File: config.mk
export PLATFORM = sky130hd
export DESIGN_NAME = commit_exception_unit
export DESIGN_NICKNAME = d
export VERILOG_FILES = /design/src/rtl/commit_exception_unit_pkg.sv /design/src/rtl/commit_exception_unit_exc_target_sel.sv /design/src/rtl/commit_exception_unit.sv
export SDC_FILE = /design/constraint.sdc
export NUM_CORES = 1
export LEC_CHECK = 0
export CORE_UTILIZATION = 47
export DETAILED_ROUTE_END_ITERATION = 10
export MAX_ROUTING_LAYER = met4
export PLACE_DENSITY = 0.84
export SLEW_MARGIN = 20
export SYNTH_ARGS = -nofsm -noshare
export SYNTH_HDL_FRONTEND = slang
export SYNTH_SLANG_ARGS = --single-unit
File: constraint.sdc
create_clock -name clk -period 10.6 [get_ports clk]
set_clock_uncertainty 0.2 [all_clocks]
set_input_delay 2.12 -clock clk [delete_from_list [all_inputs] [get_ports clk]]
set_output_delay 2.12 -clock clk [all_outputs]
set_load 0.02 [all_outputs]
File: src/rtl/commit_exception_unit_pkg.sv
// Shared types and constants for the commit-end exception unit.
package commit_exception_unit_pkg;

    typedef logic [31:0] virt_t;

    typedef struct packed {
        logic       ex;
        logic [4:0] exccode;
        virt_t      epc;
        virt_t      badvaddr;
    } exception_t;

    typedef enum logic [1:0] {
        IDLE     = 2'd0,
        FLUSH    = 2'd1,
        REDIRECT = 2'd2
    } commit_state_t;

    localparam logic [4:0] EXCCODE_INT  = 5'h00;
    localparam logic [4:0] EXCCODE_MOD  = 5'h01;
    localparam logic [4:0] EXCCODE_TLBL = 5'h02;
    localparam logic [4:0] EXCCODE_TLBS = 5'h03;
    localparam logic [4:0] EXCCODE_ADEL = 5'h04;
    localparam logic [4:0] EXCCODE_ADES = 5'h05;
    localparam logic [4:0] EXCCODE_SYS  = 5'h08;
    localparam logic [4:0] EXCCODE_BP   = 5'h09;
    localparam logic [4:0] EXCCODE_RI   = 5'h0A;
    localparam logic [4:0] EXCCODE_CPU  = 5'h0B;
    localparam logic [4:0] EXCCODE_OV   = 5'h0C;

    localparam virt_t VEC_BEV_DFLT    = 32'hBFC00380;
    localparam virt_t VEC_NORMAL_DFLT = 32'h80000180;

endpackage

File: src/rtl/commit_exception_unit_exc_target_sel.sv
// Picks the redirect target and CP0 write fields for a committing instruction.
module exc_target_sel
    import commit_exception_unit_pkg::*;
#(
    parameter virt_t VEC_BEV    = VEC_BEV_DFLT,
    parameter virt_t VEC_NORMAL = VEC_NORMAL_DFLT
) (
    input  exception_t  exc,
    input  logic        is_eret,
    input  logic        is_priv,
    input  logic        in_ds,
    input  virt_t       pc,
    input  logic        status_exl,
    input  logic        status_bev,
    input  virt_t       cp0_epc,
    output logic        event_c,
    output logic        exc_we_c,
    output logic        epc_we_c,
    output logic        eret_we_c,
    output logic [4:0]  exccode_c,
    output logic        bd_c,
    output virt_t       epc_wdata_c,
    output virt_t       badvaddr_c,
    output virt_t       target_c
);

    // Priority: exception > ERET > privileged refetch.
    always_comb begin
        event_c     = exc.ex | is_eret | is_priv;
        exc_we_c    = exc.ex;
        epc_we_c    = exc.ex & ~status_exl;
        eret_we_c   = ~exc.ex & is_eret;
        exccode_c   = exc.exccode;
        bd_c        = in_ds;
        epc_wdata_c = in_ds ? (pc - 32'd4) : pc;
        badvaddr_c  = exc.badvaddr;
        target_c    = '0;
        if (exc.ex) begin
            target_c = status_bev ? VEC_BEV : VEC_NORMAL;
        end else if (is_eret) begin
            target_c = cp0_epc;
        end else if (is_priv) begin
            target_c = exc.epc;
        end
    end

endmodule

File: src/rtl/commit_exception_unit.sv
// Commit-end exception handling: CP0 state writes, pipeline flush and fetch redirect.
module commit_exception_unit
    import commit_exception_unit_pkg::*;
#(
    parameter int unsigned FLUSH_CYCLES = 2,
    parameter virt_t       VEC_BEV      = VEC_BEV_DFLT,
    parameter virt_t       VEC_NORMAL   = VEC_NORMAL_DFLT
) (
    input  logic        clk,
    input  logic        reset,
    input  logic        commit_valid,
    output logic        commit_ready,
    input  logic [31:0] commit_pc,
    input  exception_t  commit_exc,
    input  logic        commit_is_eret,
    input  logic        commit_is_priv,
    input  logic        commit_in_ds,
    input  logic        status_exl,
    input  logic        status_bev,
    input  logic [31:0] cp0_epc,
    output logic        cp0_exc_we,
    output logic [4:0]  cp0_exccode,
    output logic        cp0_bd,
    output logic [31:0] cp0_epc_wdata,
    output logic        cp0_epc_we,
    output logic [31:0] cp0_badvaddr,
    output logic        cp0_eret_we,
    output logic        flush,
    output logic        redirect_valid,
    input  logic        redirect_ready,
    output logic [31:0] redirect_pc
);

    localparam int unsigned CNT_W = (FLUSH_CYCLES > 1) ? $clog2(FLUSH_CYCLES) : 1;

    commit_state_t    state;
    logic [CNT_W-1:0] cnt;
    virt_t            target;

    logic       event_c;
    logic       exc_we_c;
    logic       epc_we_c;
    logic       eret_we_c;
    logic [4:0] exccode_c;
    logic       bd_c;
    virt_t      epc_wdata_c;
    virt_t      badvaddr_c;
    virt_t      target_c;

    exc_target_sel #(
        .VEC_BEV    (VEC_BEV),
        .VEC_NORMAL (VEC_NORMAL)
    ) u_sel (
        .exc         (commit_exc),
        .is_eret     (commit_is_eret),
        .is_priv     (commit_is_priv),
        .in_ds       (commit_in_ds),
        .pc          (commit_pc),
        .status_exl  (status_exl),
        .status_bev  (status_bev),
        .cp0_epc     (cp0_epc),
        .event_c     (event_c),
        .exc_we_c    (exc_we_c),
        .epc_we_c    (epc_we_c),
        .eret_we_c   (eret_we_c),
        .exccode_c   (exccode_c),
        .bd_c        (bd_c),
        .epc_wdata_c (epc_wdata_c),
        .badvaddr_c  (badvaddr_c),
        .target_c    (target_c)
    );

    // CP0 write enables are single-cycle pulses; data fields hold until the next exception.
    always_ff @(posedge clk or posedge reset) begin
        if (reset) begin
            state          <= IDLE;
            cnt            <= '0;
            target         <= '0;
            commit_ready   <= 1'b1;
            cp0_exc_we     <= 1'b0;
            cp0_exccode    <= '0;
            cp0_bd         <= 1'b0;
            cp0_epc_wdata  <= '0;
            cp0_epc_we     <= 1'b0;
            cp0_badvaddr   <= '0;
            cp0_eret_we    <= 1'b0;
            flush          <= 1'b0;
            redirect_valid <= 1'b0;
            redirect_pc    <= '0;
        end else begin
            cp0_exc_we  <= 1'b0;
            cp0_epc_we  <= 1'b0;
            cp0_eret_we <= 1'b0;
            case (state)
                IDLE: begin
                    if (commit_valid && event_c) begin
                        state        <= FLUSH;
                        cnt          <= CNT_W'(FLUSH_CYCLES - 1);
                        target       <= target_c;
                        commit_ready <= 1'b0;
                        flush        <= 1'b1;
                        cp0_exc_we   <= exc_we_c;
                        cp0_epc_we   <= epc_we_c;
                        cp0_eret_we  <= eret_we_c;
                        if (exc_we_c) begin
                            cp0_exccode   <= exccode_c;
                            cp0_bd        <= bd_c;
                            cp0_epc_wdata <= epc_wdata_c;
                            cp0_badvaddr  <= badvaddr_c;
                        end
                    end
                end
                FLUSH: begin
                    if (cnt == '0) begin
                        state          <= REDIRECT;
                        flush          <= 1'b0;
                        redirect_valid <= 1'b1;
                        redirect_pc    <= target;
                    end else begin
                        cnt <= cnt - CNT_W'(1);
                    end
                end
                REDIRECT: begin
                    if (redirect_ready) begin
                        state          <= IDLE;
                        redirect_valid <= 1'b0;
                        commit_ready   <= 1'b1;
                    end
                end
                default: state <= IDLE;
            endcase
        end
    end

endmodule

==> summary.txt <==
Pwr
  – VDD IR max: 0.000141 V
  – Cell Pwr Density: 292 nW/um^2
  – Leakage power: 3.75 nW

STA
  – Final Hold Vio Count: 0
  – RSZ-0062 raised after global routing: false
  – Worst Max-Slew Pin Slew: between 1 and 1.5 ns
  – F_max: around 0.23 GHz
  – Max Slew Vio Count: 0
  – Minimum clock period: 4.32 ns
  – Fin Setup TNS: 0 ns
  – Fin crit share: 40.8%
  – Setup violations, final: 0
  – Slew Limit Headroom: about a quarter

Drt
  – Vias/cell: about 5.3
  – WL/cell: between 15 and 20 um
  – Pre-antenna DRT Iters: 5
  – Antenna Nets Post-Route: 0
  – 1st-iter DRT viols: 299
  – Routed Wire Length: around 17000 um
  – Vias post-DR: 4991
  – DRC violations left: 0

Clocking
  – Clock Latency Late Sink: 0.41 ns
  – Clock tree sinks: 143
  – CTS buffer count: 17
  – Hold_buf cts: 0
  – # resized after CTS: 0
  – H-tree depth: 4
  – Clock Path Buffers: 2
  – Clk slew on worst S/H paths: 0.05 ns
  – CTS tree: yes
  – Root buf cell: clkbuf_16
  – Post-CTS Setup Bufs: 0

Worst setup path
  – Critical path class: in2reg
  – CP Launch Type: primary input
  – Required @ worst endpoint: around 11 ns
  – CP Capture Type: register
  – Worst endpoint data arrival time: 4.42 ns
  – FF-to-FF setup slack: 8.19 ns
  – Worst-path fanout max: 16

Floorplan
  – Core area: approximately 13000 um^2
  – Die Y: 116 um
  – Chip width: approximately 120 um
  – Initial Util: 48.5%
  – Die area: 13500 um^2
  – # rows: 41
  – # IOs: about 250

Synth
  – Synth unique cells: 38
  – Post-synthesis cell count: a little over 500
  – YS warnings: 0
  – Synth area leader: dfrtp_1
  – Post-synth EDFFs: 0
  – Synthesized area: 6140 um^2
  – Sequential share of the synthesized area: between 50% and 60%
  – FFs w/ async S/R, synth: 100%
  – Synth top area share: between 50% and 60%
  – Post-synthesis register bit count: 143
  – Area contributors post-synth: dfrtp_1 58%, mux2_2 13%, nor2_1 5.0%
  – Syn_nets: 655
  – Top_reg_cell synth: dfrtp_1
  – Mapped Avg Cell Area: 12.0 um^2

Placed design
  – Gpl congestion: 0.805
  – Placed Instances: 908
  – PortBufs: between 200 and 300
  – Post-DP HPWL: approximately 12000 um

Cells and area
  – Filler cell count: 837
  – Layout cell share with drive strength beyond 1: around 16%
  – Non-Filler Instances: 940
  – Area of the multi-input gates: 2400 um^2
  – Ant diodes: 0
  – Nets: 900
  – Register area: 3580 um^2
  – Area delta synth->final: 52.5%

GRT
  – Grt total ovfl: 0
  – Largest net degree at the start of global routing: between 100 and 150
  – Gr usage total: 25.1%
  – Initial antenna violation count: 0
  – Global-route wire length before repair: 24700 um
  – Vias in the first global route: 4965

Run
  – Max Cap Viol: 0

Hold path
  – Worst Hold Class: reg2reg

Run status
  – Outcome: finished, final reports clean
==> critical path, stage by stage <==
cell	delay, ns
clkdlybuf4s50_1	0.77
nor2b_1	0.95
a221oi_1	0.28
o31ai_1	0.29
==> area by class of cell <==
class,instances,area share (%)
inverters,6,0.294
flip-flops and latches,143,38.2
clock inverters,13,1.51
multi-input cells,332,25.6
repair buffers,256,27.5
clock buffers,18,4.58
well taps,172,2.30
==> logic make-up (layout without fill, tap and decap cells) <==
kind of cell	count (synthesis)	in the layout	synth area share (%)
adder cells (fa/ha/maj)	1	1	0.204
buffers and inverters	36	293	2.85
XOR/XNOR	28	28	3.99
flip-flops	143	143	58.3
AO/OA/AOI/OAI	83	83	9.23
multiplexers	73	73	13.4
AND/OR/NAND/NOR	147	147	12.1
==> synth_stat cells, drive strengths merged (2+ instances only) <==
cell,count
a21oi,34
xor2,3
o31ai,10
mux2,73
nand3,2
or3,5
nor4,6
o21ai,4
nor2,82
nor3b,2
nor3,13
clkbuf,25
a31oi,2
a221oi,32
nand2,20
buf,5
dfrtp,142
nor2b,5
inv,6
or4,5
xnor2,25
==> where the power goes <==
part / total, mW / leakage [nW] / switching, mW / internal (mW)
clock: 0.573 / 0.272 / 0.227 / 0.346
sequential: 0.973 / 1.68 / 0.155 / 0.817
combinational: 1.18 / 1.80 / 0.576 / 0.608
==> state kept, by name (all words and copies together) (netlist names) <==
name / count
flush: 1
target: 32
cp0_bd: 1
cp0_badvaddr: 32
cnt: 1
commit_ready: 1
redirect_pc: 32
state: 2
cp0_epc_we: 1
redirect_valid: 1
cp0_eret_we: 1
cp0_epc_wdata: 32
cp0_exc_we: 1
cp0_exccode: 5
==> cells in the final DEF (no fill, tap or decap), types with 4 or more instances in the layout <==
cell | synthesis | layout
clkdlybuf4s50_1 | 0 | 250
dfrtp_1 | 142 | 142
nor2_1 | 82 | 81
mux2_2 | 73 | 73
a21oi_1 | 34 | 34
a221oi_1 | 32 | 32
xnor2_1 | 25 | 25
nand2_1 | 20 | 20
clkbuf_16 | 0 | 17
nor3_1 | 11 | 11
o31ai_1 | 10 | 10
or3_1 | 5 | 5
nor2b_1 | 5 | 5
inv_1 | 6 | 5
o21ai_0 | 4 | 4
clkinv_4 | 0 | 4
buf_4 | 0 | 4
==> final timing paths <==
path                                         from                     endpoint  cells past startpoint
max                                commit_is_eret       target[28]$_DFFE_PP0P_                      4
min                        target[27]$_DFFE_PP0P_       target[27]$_DFFE_PP0P_                      2
max reg2reg                  state[1]$_DFFE_PP0P_   redirect_pc[8]$_DFFE_PP0P_                      5
min reg2reg                target[27]$_DFFE_PP0P_       target[27]$_DFFE_PP0P_                      2
max in group asynchronous                   reset       target[16]$_DFFE_PP0P_                      3
min in group asynchronous                   reset  cp0_badvaddr[9]$_DFFE_PP0P_                      2
==> per-layer routing <==
metal  wire (um)  track usage [%]  up-vias
met5           0                -        -
met4         195             6.50        0
met3        1570             8.20       13
met2        8630             43.3      226
met1        6450             28.0     2434
li1            -                -     2318
==> per-stage QoR <==
step / setup slack [ns] / area [um^2] / util [%] / total power, mW / hold slack [ns]
after detailed placement: 5.73 / 8760 / 69.2 / 2.15 / 0.263
after CTS: 6.14 / 9330 / 73.7 / 2.74 / 0.279
after global routing: 6.17 / 9360 / 73.9 / 2.87 / 0.306
after global placement: 5.81 / 8760 / 69.2 / 2.11 / 0.253
final: 6.28 / 9360 / 73.9 / 2.73 / 0.278
after floorplan: 4.44 / 6140 / - / 1.57 / 0.243
No activity file was read; power rests on OpenSTA's default activity.
